### config.mk
export PLATFORM = sky130hd
export DESIGN_NAME = obi_lsu_mgr
export DESIGN_NICKNAME = d
export VERILOG_FILES = /design/src/rtl/obi_lsu_mgr.sv
export SDC_FILE = /design/constraint.sdc
export NUM_CORES = 1
export LEC_CHECK = 0
export ABC_AREA = 1
export CORE_MARGIN = 3
export CORE_UTILIZATION = 27
export DETAILED_ROUTE_END_ITERATION = 6
export PLACE_DENSITY = 0.6
export SLEW_MARGIN = 20
export SYNTH_ARGS = -nofsm -noshare
export SYNTH_HDL_FRONTEND = slang
export SYNTH_SLANG_ARGS = --single-unit
### constraint.sdc
create_clock -name clk -period 1.8 [get_ports clk]
set_input_delay 0.18 -clock clk [delete_from_list [all_inputs] [get_ports clk]]
set_output_delay 0.18 -clock clk [all_outputs]
set_load 0.01 [all_outputs]
### src/rtl/obi_lsu_mgr.sv
// OBI manager load/store unit: one outstanding access, byte-lane steering and load extension.
// Optional watchdog enabled by defining OBI_LSU_TIMEOUT_EN (limit TIMEOUT_CYCLES).
module obi_lsu_mgr #(
    parameter int unsigned TIMEOUT_CYCLES = 16
) (
    input  logic        clk,
    input  logic        reset,
    input  logic        lsu_req_i,
    input  logic        lsu_we_i,
    input  logic [1:0]  lsu_size_i,
    input  logic        lsu_unsigned_i,
    input  logic [31:0] lsu_addr_i,
    input  logic [31:0] lsu_wdata_i,
    output logic        lsu_busy_o,
    output logic        lsu_rvalid_o,
    output logic [31:0] lsu_rdata_o,
    output logic        lsu_err_o,
    output logic        obi_req_o,
    input  logic        obi_gnt_i,
    output logic [31:0] obi_addr_o,
    output logic        obi_we_o,
    output logic [3:0]  obi_be_o,
    output logic [31:0] obi_wdata_o,
    input  logic        obi_rvalid_i,
    input  logic [31:0] obi_rdata_i,
    input  logic        obi_err_i
);

    typedef enum logic [1:0] {
        IDLE  = 2'd0,
        REQ   = 2'd1,
        RESP  = 2'd2,
        MISAL = 2'd3
    } state_e;

    if (TIMEOUT_CYCLES < 1) begin : g_param_check
        $error("TIMEOUT_CYCLES must be at least 1");
    end

    state_e      state_q;
    logic [1:0]  size_q;
    logic        unsigned_q;
    logic        obi_req_q;
    logic        obi_we_q;
    logic [31:0] obi_addr_q;
    logic [3:0]  obi_be_q;
    logic [31:0] obi_wdata_q;
    logic        lsu_rvalid_q;
    logic        lsu_err_q;
    logic [31:0] lsu_rdata_q;

    logic        illegal_d;
    logic [3:0]  be_d;
    logic [31:0] wdata_d;
    logic [7:0]  byte_sel;
    logic [15:0] half_sel;
    logic [31:0] load_data_d;

`ifdef OBI_LSU_TIMEOUT_EN
    localparam int unsigned CntW = $clog2(TIMEOUT_CYCLES + 1);
    localparam logic [CntW-1:0] CntLast = CntW'(TIMEOUT_CYCLES - 1);
    logic [CntW-1:0] cnt_q;
`endif

    // Request decode: legality, byte enables and lane-replicated store data.
    always_comb begin
        illegal_d = 1'b0;
        be_d      = 4'b0000;
        wdata_d   = lsu_wdata_i;
        case (lsu_size_i)
            2'b00: begin
                be_d    = 4'b0001 << lsu_addr_i[1:0];
                wdata_d = {4{lsu_wdata_i[7:0]}};
            end
            2'b01: begin
                be_d      = 4'b0011 << {lsu_addr_i[1], 1'b0};
                wdata_d   = {2{lsu_wdata_i[15:0]}};
                illegal_d = lsu_addr_i[0];
            end
            2'b10: begin
                be_d      = 4'b1111;
                illegal_d = (lsu_addr_i[1:0] != 2'b00);
            end
            default: illegal_d = 1'b1;
        endcase
    end

    always_comb begin
        byte_sel = obi_rdata_i[7:0];
        case (obi_addr_q[1:0])
            2'b00:   byte_sel = obi_rdata_i[7:0];
            2'b01:   byte_sel = obi_rdata_i[15:8];
            2'b10:   byte_sel = obi_rdata_i[23:16];
            default: byte_sel = obi_rdata_i[31:24];
        endcase
        half_sel = obi_addr_q[1] ? obi_rdata_i[31:16] : obi_rdata_i[15:0];
        case (size_q)
            2'b00:   load_data_d = {{24{~unsigned_q & byte_sel[7]}}, byte_sel};
            2'b01:   load_data_d = {{16{~unsigned_q & half_sel[15]}}, half_sel};
            default: load_data_d = obi_rdata_i;
        endcase
    end

    always_ff @(posedge clk or negedge reset) begin
        if (!reset) begin
            state_q      <= IDLE;
            size_q       <= 2'b00;
            unsigned_q   <= 1'b0;
            obi_req_q    <= 1'b0;
            obi_we_q     <= 1'b0;
            obi_addr_q   <= 32'h0;
            obi_be_q     <= 4'h0;
            obi_wdata_q  <= 32'h0;
            lsu_rvalid_q <= 1'b0;
            lsu_err_q    <= 1'b0;
            lsu_rdata_q  <= 32'h0;
`ifdef OBI_LSU_TIMEOUT_EN
            cnt_q        <= '0;
`endif
        end else begin
            lsu_rvalid_q <= 1'b0;
            lsu_err_q    <= 1'b0;
            case (state_q)
                IDLE: begin
                    if (lsu_req_i) begin
                        if (illegal_d) begin
                            state_q      <= MISAL;
                            lsu_rvalid_q <= 1'b1;
                            lsu_err_q    <= 1'b1;
                            lsu_rdata_q  <= 32'h0;
                        end else begin
                            state_q     <= REQ;
                            obi_req_q   <= 1'b1;
                            obi_we_q    <= lsu_we_i;
                            obi_addr_q  <= lsu_addr_i;
                            obi_be_q    <= be_d;
                            obi_wdata_q <= wdata_d;
                            size_q      <= lsu_size_i;
                            unsigned_q  <= lsu_unsigned_i;
`ifdef OBI_LSU_TIMEOUT_EN
                            cnt_q       <= '0;
`endif
                        end
                    end
                end
                REQ: begin
                    if (obi_gnt_i) begin
                        state_q   <= RESP;
                        obi_req_q <= 1'b0;
`ifdef OBI_LSU_TIMEOUT_EN
                        cnt_q     <= '0;
                    end else if (cnt_q == CntLast) begin
                        state_q      <= IDLE;
                        obi_req_q    <= 1'b0;
                        lsu_rvalid_q <= 1'b1;
                        lsu_err_q    <= 1'b1;
                        lsu_rdata_q  <= 32'h0;
                    end else begin
                        cnt_q <= cnt_q + CntW'(1);
`endif
                    end
                end
                RESP: begin
                    // Stores and bus errors complete with zero data.
                    if (obi_rvalid_i) begin
                        state_q      <= IDLE;
                        lsu_rvalid_q <= 1'b1;
                        lsu_err_q    <= obi_err_i;
                        lsu_rdata_q  <= (obi_err_i || obi_we_q) ? 32'h0 : load_data_d;
`ifdef OBI_LSU_TIMEOUT_EN
                    end else if (cnt_q == CntLast) begin
                        state_q      <= IDLE;
                        lsu_rvalid_q <= 1'b1;
                        lsu_err_q    <= 1'b1;
                        lsu_rdata_q  <= 32'h0;
                    end else begin
                        cnt_q <= cnt_q + CntW'(1);
`endif
                    end
                end
                MISAL:   state_q <= IDLE;
                default: state_q <= IDLE;
            endcase
        end
    end

    assign lsu_busy_o   = (state_q != IDLE);
    assign lsu_rvalid_o = lsu_rvalid_q;
    assign lsu_err_o    = lsu_err_q;
    assign lsu_rdata_o  = lsu_rdata_q;
    assign obi_req_o    = obi_req_q;
    assign obi_we_o     = obi_we_q;
    assign obi_addr_o   = obi_addr_q;
    assign obi_be_o     = obi_be_q;
    assign obi_wdata_o  = obi_wdata_q;

endmodule

## Word level (Yosys, flattened, before mapping)

Cells that the tools add are included.

| storage, ports and cells | value |
|---|---|
| register bits | 109 |
| bits of input ports | 106 |
| logic and storage cells | 69 |

| operators by class | value |
|---|---|
| eq/ne operators | 13 |
| shifts and indexed selects | 2 |
| mux-type cells | 26 |
| bitwise operators | 4 |
| reduce and logical (&&, ||, !) cells | 13 |

Operators by type and width:

| cell | number |
|---|---|
| $pmux W32 S2 | 3 |
| $mux W32 | 4 |
| $pmux W8 S3 | 1 |
| $mux W16 | 1 |
| $pmux W4 S3 | 1 |
| $ne A2 B2 Y1 const B | 5 |
| $eq A2 B1 Y1 const B | 4 |
| $eq A2 B2 Y1 const B | 4 |
| $logic_not A2 Y1 | 4 |
| $mux W2 | 4 |
| $pmux W2 S4 | 1 |
| $reduce_and A4 Y1 | 2 |
| $reduce_bool A2 Y1 | 4 |
| $mux W1 | 7 |
| $pmux W1 S2 | 3 |
| $reduce_and A3 Y1 | 2 |
| $shl A1 B2 Y4 const A | 1 |
| $shl A2 B2 Y4 const A | 1 |
| $pmux W1 S3 | 1 |
| $and A1 B1 Y1 | 2 |
| $not A1 Y1 | 2 |
| $logic_or A1 B1 Y1 | 1 |

## Logic depth before layout (Yosys ltp)

| logic depth | value |
|---|---|
| depth after elaboration | 7 |
| mapped depth | 10 |

## Worst setup path after synthesis

No wires, ideal clock.

| timing | value |
|---|---|
| path type | reg2reg |
| from | register state_q[0] |
| to | register obi_addr_q[12], in the netlist obi_addr_o[12] |
| arrival | 1.384 ns |
| required time | 1.683 ns |
| setup slack | 0.299 ns |
| stages on the path, launching flop included | 11 |
| period minus slack after synthesis | 1.501 ns |
| cell sequence | dfrtp_1 -> nor2_1 -> inv_2 -> nor2_1 -> inv_2 -> nor2_4 -> inv_2 -> buf_6 -> buf_4 -> nand2_1 -> nand2_1 |

| on the way | value |
|---|---|
| longest elaborated chain between the ends | 2 |

RTL lines:

| element | line | source |
|---|---|---|
| start, declared | 40 | `state_e state_q;` |
| start signal, assigned | 106 | `state_q <= IDLE;` |
| start signal, assigned | 127 | `state_q <= MISAL;` |
| start signal, assigned | 132 | `state_q <= REQ;` |
| $logic_not A2 Y1 | 123 | `case (state_q)` |
| $reduce_and A3 Y1 (no source line) | -- |  |
| end signal, assigned | 135 | `obi_addr_q <= lsu_addr_i;` |
| end, declared | 45 | `logic [31:0] obi_addr_q;` |

No other way between the ends.
A chain may end at the register's enable or synchronous reset.

## Worst setup path in the final report

| timing | value |
|---|---|
| from | register state_q[0] |
| to | output port lsu_busy_o |

| on the way | value |
|---|---|
| longest elaborated chain between the ends | 1 |

RTL lines:

| element | line | source |
|---|---|---|
| $reduce_bool A2 Y1 | 187 | `assign lsu_busy_o = (state_q != IDLE);` |
| end, declared | 14 | `output logic lsu_busy_o,` |

No other way between the ends.

==> summary.txt <==
Synthesis
  – Mapped cell area: roughly 5200 µm²
  – Yosys warns: 0
  – Most frequent cell after synthesis: nand2_1
  – Mapped Cells: roughly 650
  – Ys flop type: dfrtp_1
  – Top post-synthesis cells by count: nand2_1 (273), dfrtp_1 (109), nand3_1 (58)
  – Distinct cell type count after synthesis: 22
  – Post-Syn Nets: 755
  – Seq/Total Area, Yosys: 0.5256
  – Ys async rst share: 1.000
  – EDFF count, synth: 0
  – Synth Register Bits: 109
  – Top cells by area, synth: dfrtp_1 (53%), nand2_1 (20%), nand3_1 (5.6%), o21a_1 (4.2%), o21ai_0 (2.9%)
  – Share of the synthesized area in the top cell type: 0.5256
  – Syn avg cell area: roughly 8 µm²
  – Area leader, netlist: dfrtp_1

GRT
  – First-pass GRT wire length: 26.99 mm
  – Vias in the first global route: 5021
  – Initial antenna violation count: 0
  – Largest net degree at the start of global routing: 35
  – Gr ovfl total: 0
  – Total Routing Usage GR: 0.1644

Critical path
  – Critical Path Max Stage Delay: 0.49 ns
  – WS Path Type: register to primary output
  – Crit path DAT: 1.47 ns
  – CP max FO: 5
  – Required @ worst endpoint: 1.62 ns
  – Critical Path End Type: primary output
  – Critical path's slowest cell: clkdlybuf4s50_1
  – Worst path bufs/invs: 2
  – CP cell instances: nor2_1, inv_2, clkdlybuf4s50_1
  – Worst Setup Start Kind: register
  – CP delay by family, top: buffers and inverters

Clock tree
  – Clock root cell: clkbuf_16
  – Postcts setup bufs: 0
  – Worst-path clk slew: roughly 0.080 ns
  – Inserted Clock Buffers: 9
  – Clk sinks: 109
  – Skew-Pair Late Insertion Delay: 0.35 ns
  – Resize count post-CTS: 0
  – CTS tree: yes
  – H-tree levels: 3
  – CTS max path bufs: 2
  – Hold-fix buffers at CTS: 1

Place
  – Number of port buffers: 210
  – Dpl hpwl: 12.69 mm
  – Pre-CTS WS: 0.03613 ns
  – Dpl cell area: approximately 7700 µm²
  – Placer Congestion: 0.8556

Die
  – Die height: 144.6 µm
  – Die area: 20920 µm²
  – I/O Pins: 211
  – Initial Utilization: 0.2765
  – Die Width: about 140 µm
  – Row count: 50
  – Core footprint: 18770 µm²

Flow run
  – Max Cap Violations: 0

Drt
  – WL final: 16.98 mm
  – Initial DRC Count: 251
  – Via Count: between 4k and 5k
  – DR WL/cell: 15.41 µm
  – Post-route DRC: 0
  – Final ANT Viol Nets: 0
  – Vias per inst: between 4 and 5
  – Drt pass-1 iters: 5

STA
  – Highest clock rate: 604.5 MHz
  – Worst-Margin Slew: 0.4826 ns
  – # setup viols final: 0
  – Fin. Hold Viols: 0
  – Setup TNS: 0 ns
  – Final Worst Setup Slack: 0.1456 ns
  – Clk_skew: 0.007896 ns
  – RSZ-0062 raised after global routing: no
  – Final min period: 1.654 ns
  – Fin crit share: 0.9191
  – Max-Slew Margin vs Limit: 0.6783
  – Hold_ws: 0.3321 ns
  – Slew Limit Fails: 0

Power and ir drop
  – LEAKAGE: 3.758 nW
  – VDD IR max: 687.6 µV
  – Pwr dens: around 1500 nW/µm²

Worst hold path
  – Min-Delay Path Class: primary input to async pin

Final layout
  – Layout cell share with drive strength beyond 1: 0.07719
  – Fillers: 1871
  – Area Growth Syn to Fin: 54.58%
  – Final Cell Area: about 8000 µm²
  – ANT cells: 0
  – Nets: 969

Status
  – Status: complete, no violations
layout by cell type, fill, tap and decap left out, types with 2 or more instances in the layout:
cell and n:
nand2_1 273, clkdlybuf4s50_1 209, dfrtp_1 109, nand3_1 58
o21ai_0 30, o21a_1 29, nor2_1 26, inv_1 22
buf_4 21, a21oi_1 17, o21ai_1 14, clkbuf_16 9
buf_12 9, or2_2 7, o22ai_1 7, o21ai_2 6
a31oi_1 4, inv_2 3, clkinvlp_4 3, nor2_4 2
nand3_2 2, inv_6 2
power breakdown:
part / switching (mW) / internal [mW]
registers: 0.647 / 3.54
clock network: 0.988 / 1.10
logic: 2.89 / 3.05
sequential cells by signal (all words and copies together), names as in the netlist, 2 cells and up:
signal and flops:
obi_wdata_o 32, state_q 2, size_q 2, obi_addr_o 32, obi_be_o 4, lsu_rdata_o 32
cell families (layout without fill, tap and decap cells):
group                  after synthesis  after routing  share of synthesized area
AO/OA/AOI/OAI                      107            107                     0.1242
buffers and inverters               62            281                    0.05834
flip-flops                         109            109                     0.5256
AND/OR/NAND/NOR                    371            371                     0.2919
final timing paths:
check / slack [ns] / from / to / cells past startpoint
worst max-delay path: 0.15 / state_q[0] / lsu_busy_o / 3
worst min-delay path: 0.33 / reset / lsu_rdata_o[17] / 2
worst max register to register: 0.19 / state_q[0] / size_q[1] / 7
worst min register to register: 0.47 / obi_addr_o[11] / obi_addr_o[11] / 2
max in group asynchronous: 0.82 / reset / obi_addr_o[5] / 3
min in group clk: 0.36 / lsu_addr_i[14] / obi_addr_o[14] / 3
per-stage QoR:
step                      std cells  utilization  power [mW]
final                          1102       0.4275       12.21
after CTS                      1102       0.4275       12.40
after global routing           1102       0.4275       13.14
after detailed placement       1085       0.4106       10.23
after global placement         1085       0.4106       10.17
after floorplan                 649            -       6.901
per-layer routing:
layer / track usage / part of all wire / up-vias
met5: 0 / 0 / -
met2: 0.2590 / 0.47 / 156
met1: 0.2216 / 0.45 / 2259
li1: - / - / 2516
met3: 0.04134 / 0.068 / 21
met4: 0.05449 / 0.020 / 0
area by class of cell:
class	instances	area, µm²	area share
repair buffers	240	2440	0.3041
clock inverters	7	81.33	0.01014
multi-input cells	478	2162	0.2695
inverters	25	93.84	0.01170
flip-flops and latches	109	2728	0.3400
well taps	234	292.8	0.03649
clock buffers	9	225.2	0.02807
No activity file was read; power rests on OpenSTA's default activity.
